File: config.mk
export PLATFORM = sky130hd
export DESIGN_NAME = nrs_index_seq_gen
export DESIGN_NICKNAME = d
export VERILOG_FILES = /design/src/rtl/nrs_index_seq_gen.sv
export SDC_FILE = /design/constraint.sdc
export NUM_CORES = 1
export LEC_CHECK = 0
export BUFFER_PORTS_ARGS = -buffer_cell sky130_fd_sc_hd__buf_2
export CORE_MARGIN = 2
export CORE_UTILIZATION = 59
export CTS_BUF_LIST = sky130_fd_sc_hd__clkbuf_2
export CTS_CLUSTER_SIZE = 25
export DETAILED_ROUTE_END_ITERATION = 7
export PLACE_DENSITY = 0.88
export SYNTH_ARGS = -nofsm -noshare
export SYNTH_HDL_FRONTEND = slang
export SYNTH_SLANG_ARGS = --single-unit
export TNS_END_PERCENT = 1
File: constraint.sdc
create_clock -name clk -period 3.9 [get_ports clk]
set_input_delay 0.195 -clock clk [delete_from_list [all_inputs] [get_ports clk]]
set_output_delay 0.195 -clock clk [all_outputs]
set_load 0.01 [all_outputs]
File: src/rtl/nrs_index_seq_gen.sv
// NB-IoT NRS subcarrier index stream generator: iterative N_cell_ID mod 6, then
// one (6m + v + v_shift) mod 12 index per valid/ready beat over all (port, symb, m).
module nrs_index_seq_gen #(
  parameter int CELL_ID_W = 9,
  parameter int NUM_SYMB  = 2,
  parameter int MAX_PORTS = 2,
  parameter int IDX_W     = 4,
  localparam int SYMB_W   = (NUM_SYMB > 1) ? $clog2(NUM_SYMB) : 1
) (
  input  logic                 clk,
  input  logic                 rst,
  input  logic                 start,
  input  logic [CELL_ID_W-1:0] N_cell_ID,
  input  logic                 two_ports,
  input  logic                 out_ready,
  output logic                 out_valid,
  output logic [IDX_W-1:0]     index_demap,
  output logic                 out_port,
  output logic [SYMB_W-1:0]    out_symb,
  output logic                 out_m,
  output logic                 out_last,
  output logic [2:0]           v_shift,
  output logic                 busy,
  output logic                 done
);

  localparam int MOD_STEPS = CELL_ID_W - 2;
  localparam int K_W       = (MOD_STEPS > 1) ? $clog2(MOD_STEPS) : 1;

  typedef enum logic [1:0] {IDLE, MOD, EMIT, DONE} state_t;

  state_t                state, state_nxt;
  logic [CELL_ID_W-1:0]  r, sub, r_nxt;
  logic [K_W-1:0]        k;
  logic                  tp;
  logic                  m, port;
  logic [SYMB_W-1:0]     symb;
  logic                  last_beat;
  logic [2:0]            v;
  logic [4:0]            veq, idx5;

  // Restoring-division style step: 6<<k still fits in CELL_ID_W bits for k <= CELL_ID_W-3.
  assign sub   = CELL_ID_W'(6) << k;
  assign r_nxt = (r >= sub) ? (r - sub) : r;

  assign last_beat = m && (symb == SYMB_W'(NUM_SYMB - 1)) && (port == tp);

  // Port 1 swaps the even/odd symbol offsets, so the offset is 3 when exactly one of them is odd.
  assign v    = (symb[0] ^ port) ? 3'd3 : 3'd0;
  assign veq  = (m ? 5'd6 : 5'd0) + {2'b00, v} + {2'b00, v_shift};
  assign idx5 = (veq > 5'd11) ? (veq - 5'd12) : veq;

  assign index_demap = IDX_W'(idx5);
  assign out_port    = port;
  assign out_symb    = symb;
  assign out_m       = m;
  assign out_valid   = (state == EMIT);
  assign out_last    = (state == EMIT) && last_beat;
  assign busy        = (state != IDLE);
  assign done        = (state == DONE);

  always_ff @(posedge clk or posedge rst) begin
    if (rst) state <= IDLE;
    else     state <= state_nxt;
  end

  always_comb begin
    state_nxt = state;
    case (state)
      IDLE: if (start) state_nxt = MOD;
      MOD:  if (k == '0) state_nxt = EMIT;
      EMIT: if (out_ready && last_beat) state_nxt = DONE;
      DONE: state_nxt = IDLE;
      default: state_nxt = IDLE;
    endcase
  end

  always_ff @(posedge clk or posedge rst) begin
    if (rst) begin
      r       <= '0;
      k       <= '0;
      tp      <= 1'b0;
      m       <= 1'b0;
      symb    <= '0;
      port    <= 1'b0;
      v_shift <= 3'd0;
    end else begin
      case (state)
        IDLE: if (start) begin
          r    <= N_cell_ID;
          tp   <= two_ports && (MAX_PORTS > 1);
          k    <= K_W'(MOD_STEPS - 1);
          m    <= 1'b0;
          symb <= '0;
          port <= 1'b0;
        end
        MOD: begin
          r <= r_nxt;
          if (k == '0) v_shift <= r_nxt[2:0];
          else         k <= k - K_W'(1);
        end
        EMIT: if (out_ready) begin
          // Counters return to zero after the final beat rather than wrapping past it.
          if (last_beat) begin
            m    <= 1'b0;
            symb <= '0;
            port <= 1'b0;
          end else if (!m) begin
            m <= 1'b1;
          end else begin
            m <= 1'b0;
            if (symb == SYMB_W'(NUM_SYMB - 1)) begin
              symb <= '0;
              port <= 1'b1;
            end else begin
              symb <= symb + SYMB_W'(1);
            end
          end
        end
        default: ;
      endcase
    end
  end

endmodule

==> run summary <==
status -> completed
mean post-synth cell area -> 8.98 um2
final worst setup slack -> 131 ps
Post-synth EDFFs -> 0
height of the chip -> 60.0 um
detailed-route DRC error count -> 0
final cell area excluding filler cells -> 0.00207 mm2
Die Outline Area -> 0.00360 mm2
area fraction in compound gates after synthesis -> 23.7%
power share of the combinational group -> 76.0%
clock tree from TritonCTS -> done
area of the core -> 0.00303 mm2
first-pass GRT wire length -> 6.71 mm
antenna violations before repair -> 0
arrival time of data at the critical path endpoint -> 3570 ps
Synth Flop Type -> sky130_fd_sc_hd__dfrtp_1
Detailed Route WL -> 3.94 mm
Pwr Density -> 1000 mW/mm2
Skew-Pair Late Insertion Delay -> 360 ps
Post-Syn Nets -> 244
library cell used as clock root buffer -> sky130_fd_sc_hd__clkbuf_2
cell taking the most area after synthesis -> sky130_fd_sc_hd__dfrtp_1
power consumption -> 0.00208 W
Final Hold Fails -> 0
largest net degree at the start of global routing -> 22
time the final worst path needs with I/O delays and setup -> 3770 ps
number of DRC markers after the initial detailed-route iteration -> 58
number of diodes added for antenna fixing -> 0
count of unique library cells instantiated by Yosys -> 48
residual antenna-violating net count after detailed routing -> 0
end point of the worst hold path -> r[0]
area growth from synthesis to layout -> 11.8%
clock transition at the registers of the reported paths -> 220 ps
P_sw -> 0.00107 W
count of final setup violators -> 0
post-route clock skew -> 18.6 ps
gr usage total -> 24.9%
synthesis-stage register bit count -> 21
placed cells -> 269
Setup WS pre-CTS -> 330 ps
worst-case clock buffer depth -> 2
most instantiated library cell after synthesis -> sky130_fd_sc_hd__ha_1
share of synthesized area spent on multiplexers -> 5.35%
Setup CP Type -> reg -> out
portion of the clock cycle consumed by the worst path in the final layout -> 96.6%
Post-Syn Area -> 0.00185 mm2
Fmax -> 265 MHz
share of flip-flops with an asynchronous set or reset -> 100%
simple-gate area share of the yosys netlist -> 16.2%
kind of path behind the tightest hold check -> in -> reg
post-synthesis share of cell area spent on xor and xnor gates -> 4.26%
post-DR vias/cell -> 5.79
# port buffers -> 27
sequential element share of the synthesized area -> 28.4%
H-Tree Level Count -> 1
share of the synthesized area in the top cell type -> 28.4%
Initial Utilization -> 61.1%
number of global-route vias before repair -> 1492
die width -> 60.0 um
sequential cell fraction of total power -> 19.1%
non-filler instance count after layout -> 276
number of top-level pins -> 28
Synth Area in Adders -> 17.1%
number of buffers inserted during clock tree synthesis -> 3
clock power share -> 4.9%
share of the core filled with cells -> 68.3%
post-detailed-placement half-perimeter wirelength -> 2.95 mm
Area after DPL -> 0.00201 mm2
average wire per standard cell -> 14.3 um
CP required -> 3700 ps
internal power -> 0.00101 W
worst slew margin relative to its limit -> 44.3%
grt total ovfl -> 0
top post-synthesis cells by area -> sky130_fd_sc_hd__dfrtp_1, sky130_fd_sc_hd__ha_1, sky130_fd_sc_hd__a21oi_1, sky130_fd_sc_hd__nand2_1, sky130_fd_sc_hd__mux2_2
Post-Synthesis Cells -> 206
pin slew with the least headroom to its limit -> 835 ps
main combinational cell family by area after synthesis -> compound AO/OA/AOI/OAI gates
Sw Share -> 51.5%
number of filler instances in the final layout -> 245
minimum setup slack among reg-to-reg paths -> 1230 ps
maximum fanout along the worst path -> 3
Peak VDD IR -> 589 uV
final layout net count -> 271
ratio of cells with drive above 1 in the final layout -> 22.4%
final RePlAce weighted congestion -> 0.869
Startpoint Class -> flop
depth of the worst hold-timing path -> 2
number of cells traversed by the worst register-to-register path -> 9
number of max-cap violations -> 0
number of pins exceeding their max-slew limit in the final report -> 0
total leakage power -> 1.01 nW
source of the worst hold timing path -> N_cell_ID[0]
endpoint of the worst register-to-register path -> v_shift[2]
first-pass detailed-route iteration total -> 4
crit path capture type -> output pin
Reg-to-Reg Start -> k[1]
most frequent cells after synthesis -> sky130_fd_sc_hd__ha_1, sky130_fd_sc_hd__dfrtp_1, sky130_fd_sc_hd__nand2_1
site row count -> 20
via count -> 1598
count of synthesis-stage warnings from yosys -> 0
number of sinks driven by the clock tree -> 21
[state kept, by name, summed over array words and instances (netlist names)]
signal and cells:
r 9, k 3, v_shift 3, state 2, out_m 1, out_port 1, out_symb 1, tp 1
[power by group through the flow]
stage	Clock, W	Sequential [W]	Combinational, W
final	0.000101	0.000397	0.00158
after global placement	0	0.000408	0.00148
after CTS	0.000102	0.000396	0.00154
after detailed placement	0	0.000412	0.00151
after floorplan	0	0.000390	0.00121
after global routing	0.000107	0.000413	0.00176
[cells by family after synthesis]
group,Yosys count
AND/OR/NAND/NOR,61
AO/OA/AOI/OAI,58
buffers and inverters,24
adder cells (fa/ha/maj),24
flip-flops,21
XOR/XNOR,9
multiplexers,9
[layer usage]
metal / global-route usage (%) / share of wire [%] / vias up
met4: 7.62 / 1.8 / 0
met5: 0 / 0 / -
met3: 4.11 / 3.1 / 8
li1: - / - / 802
met2: 41.1 / 48 / 32
met1: 33.2 / 47 / 756
[metrics by stage]
stage | hold slack, ps | setup TNS [ps]
after floorplan | 172 | 0
after global placement | 396 | 0
after detailed placement | 407 | 0
after CTS | 66.7 | 0
after global routing | 55.7 | -12.4
final | 61.2 | 0
[how the worst max path moves through the flow]
stage	startpoint	slack (ps)	end
6_report	out_symb	130	index_demap[3]
3_5_place_dp	out_symb	330	index_demap[3]
3_3_place_gp	out_symb	460	index_demap[3]
4_1_cts	out_symb	10	index_demap[3]
2_1_floorplan	out_symb	500	index_demap[3]
5_1_grt	out_symb	-10	index_demap[3]
[layout by cell type (no fill, tap or decap), types with 4 or more instances in the layout]
cell type,synthesis,final
sky130_fd_sc_hd__a21o_1,4,4
sky130_fd_sc_hd__a21oi_1,15,15
sky130_fd_sc_hd__buf_2,3,27
sky130_fd_sc_hd__clkbuf_2,0,4
sky130_fd_sc_hd__dfrtp_1,21,19
sky130_fd_sc_hd__ha_1,22,22
sky130_fd_sc_hd__inv_1,16,16
sky130_fd_sc_hd__mux2_2,6,6
sky130_fd_sc_hd__nand2_1,18,18
sky130_fd_sc_hd__nand2b_1,5,5
sky130_fd_sc_hd__nand3_1,5,5
sky130_fd_sc_hd__nor2_1,15,15
sky130_fd_sc_hd__nor3_1,5,5
sky130_fd_sc_hd__o21a_1,4,4
sky130_fd_sc_hd__o21ai_0,6,6
sky130_fd_sc_hd__xor2_1,7,7
[layout make-up]
| class | count | area (um2) | area share, % |
|---|---|---|---|
| flip-flops and latches | 21 | 528 | 25.5 |
| clock buffers | 4 | 20.0 | 0.968 |
| inverters | 16 | 60.1 | 2.90 |
| multi-input cells | 161 | 1240 | 60.2 |
| well taps | 44 | 55.1 | 2.66 |
| repair buffers | 30 | 160 | 7.74 |
[repair_timing]
action,CTS,global route
pin swaps,0,1
endpoints found under the setup margin,1,2
resized for setup,2,3
hold endpoints to repair,10,0
setup buffers,2,0
hold buffers,1,0
[worst max-delay path, stage by stage (launching register included)]
cell,delay [ps]
sky130_fd_sc_hd__dfrtp_2,460
sky130_fd_sc_hd__xor2_1,170
sky130_fd_sc_hd__fa_1,490
sky130_fd_sc_hd__ha_1,160
sky130_fd_sc_hd__inv_1,60
sky130_fd_sc_hd__fa_2,370
sky130_fd_sc_hd__xnor2_2,170
sky130_fd_sc_hd__ha_1,170
sky130_fd_sc_hd__mux2i_1,100
sky130_fd_sc_hd__a221o_1,350
sky130_fd_sc_hd__a22oi_2,220
sky130_fd_sc_hd__mux2_2,360
sky130_fd_sc_hd__buf_2,140
Power figures use the tool's default switching activity.
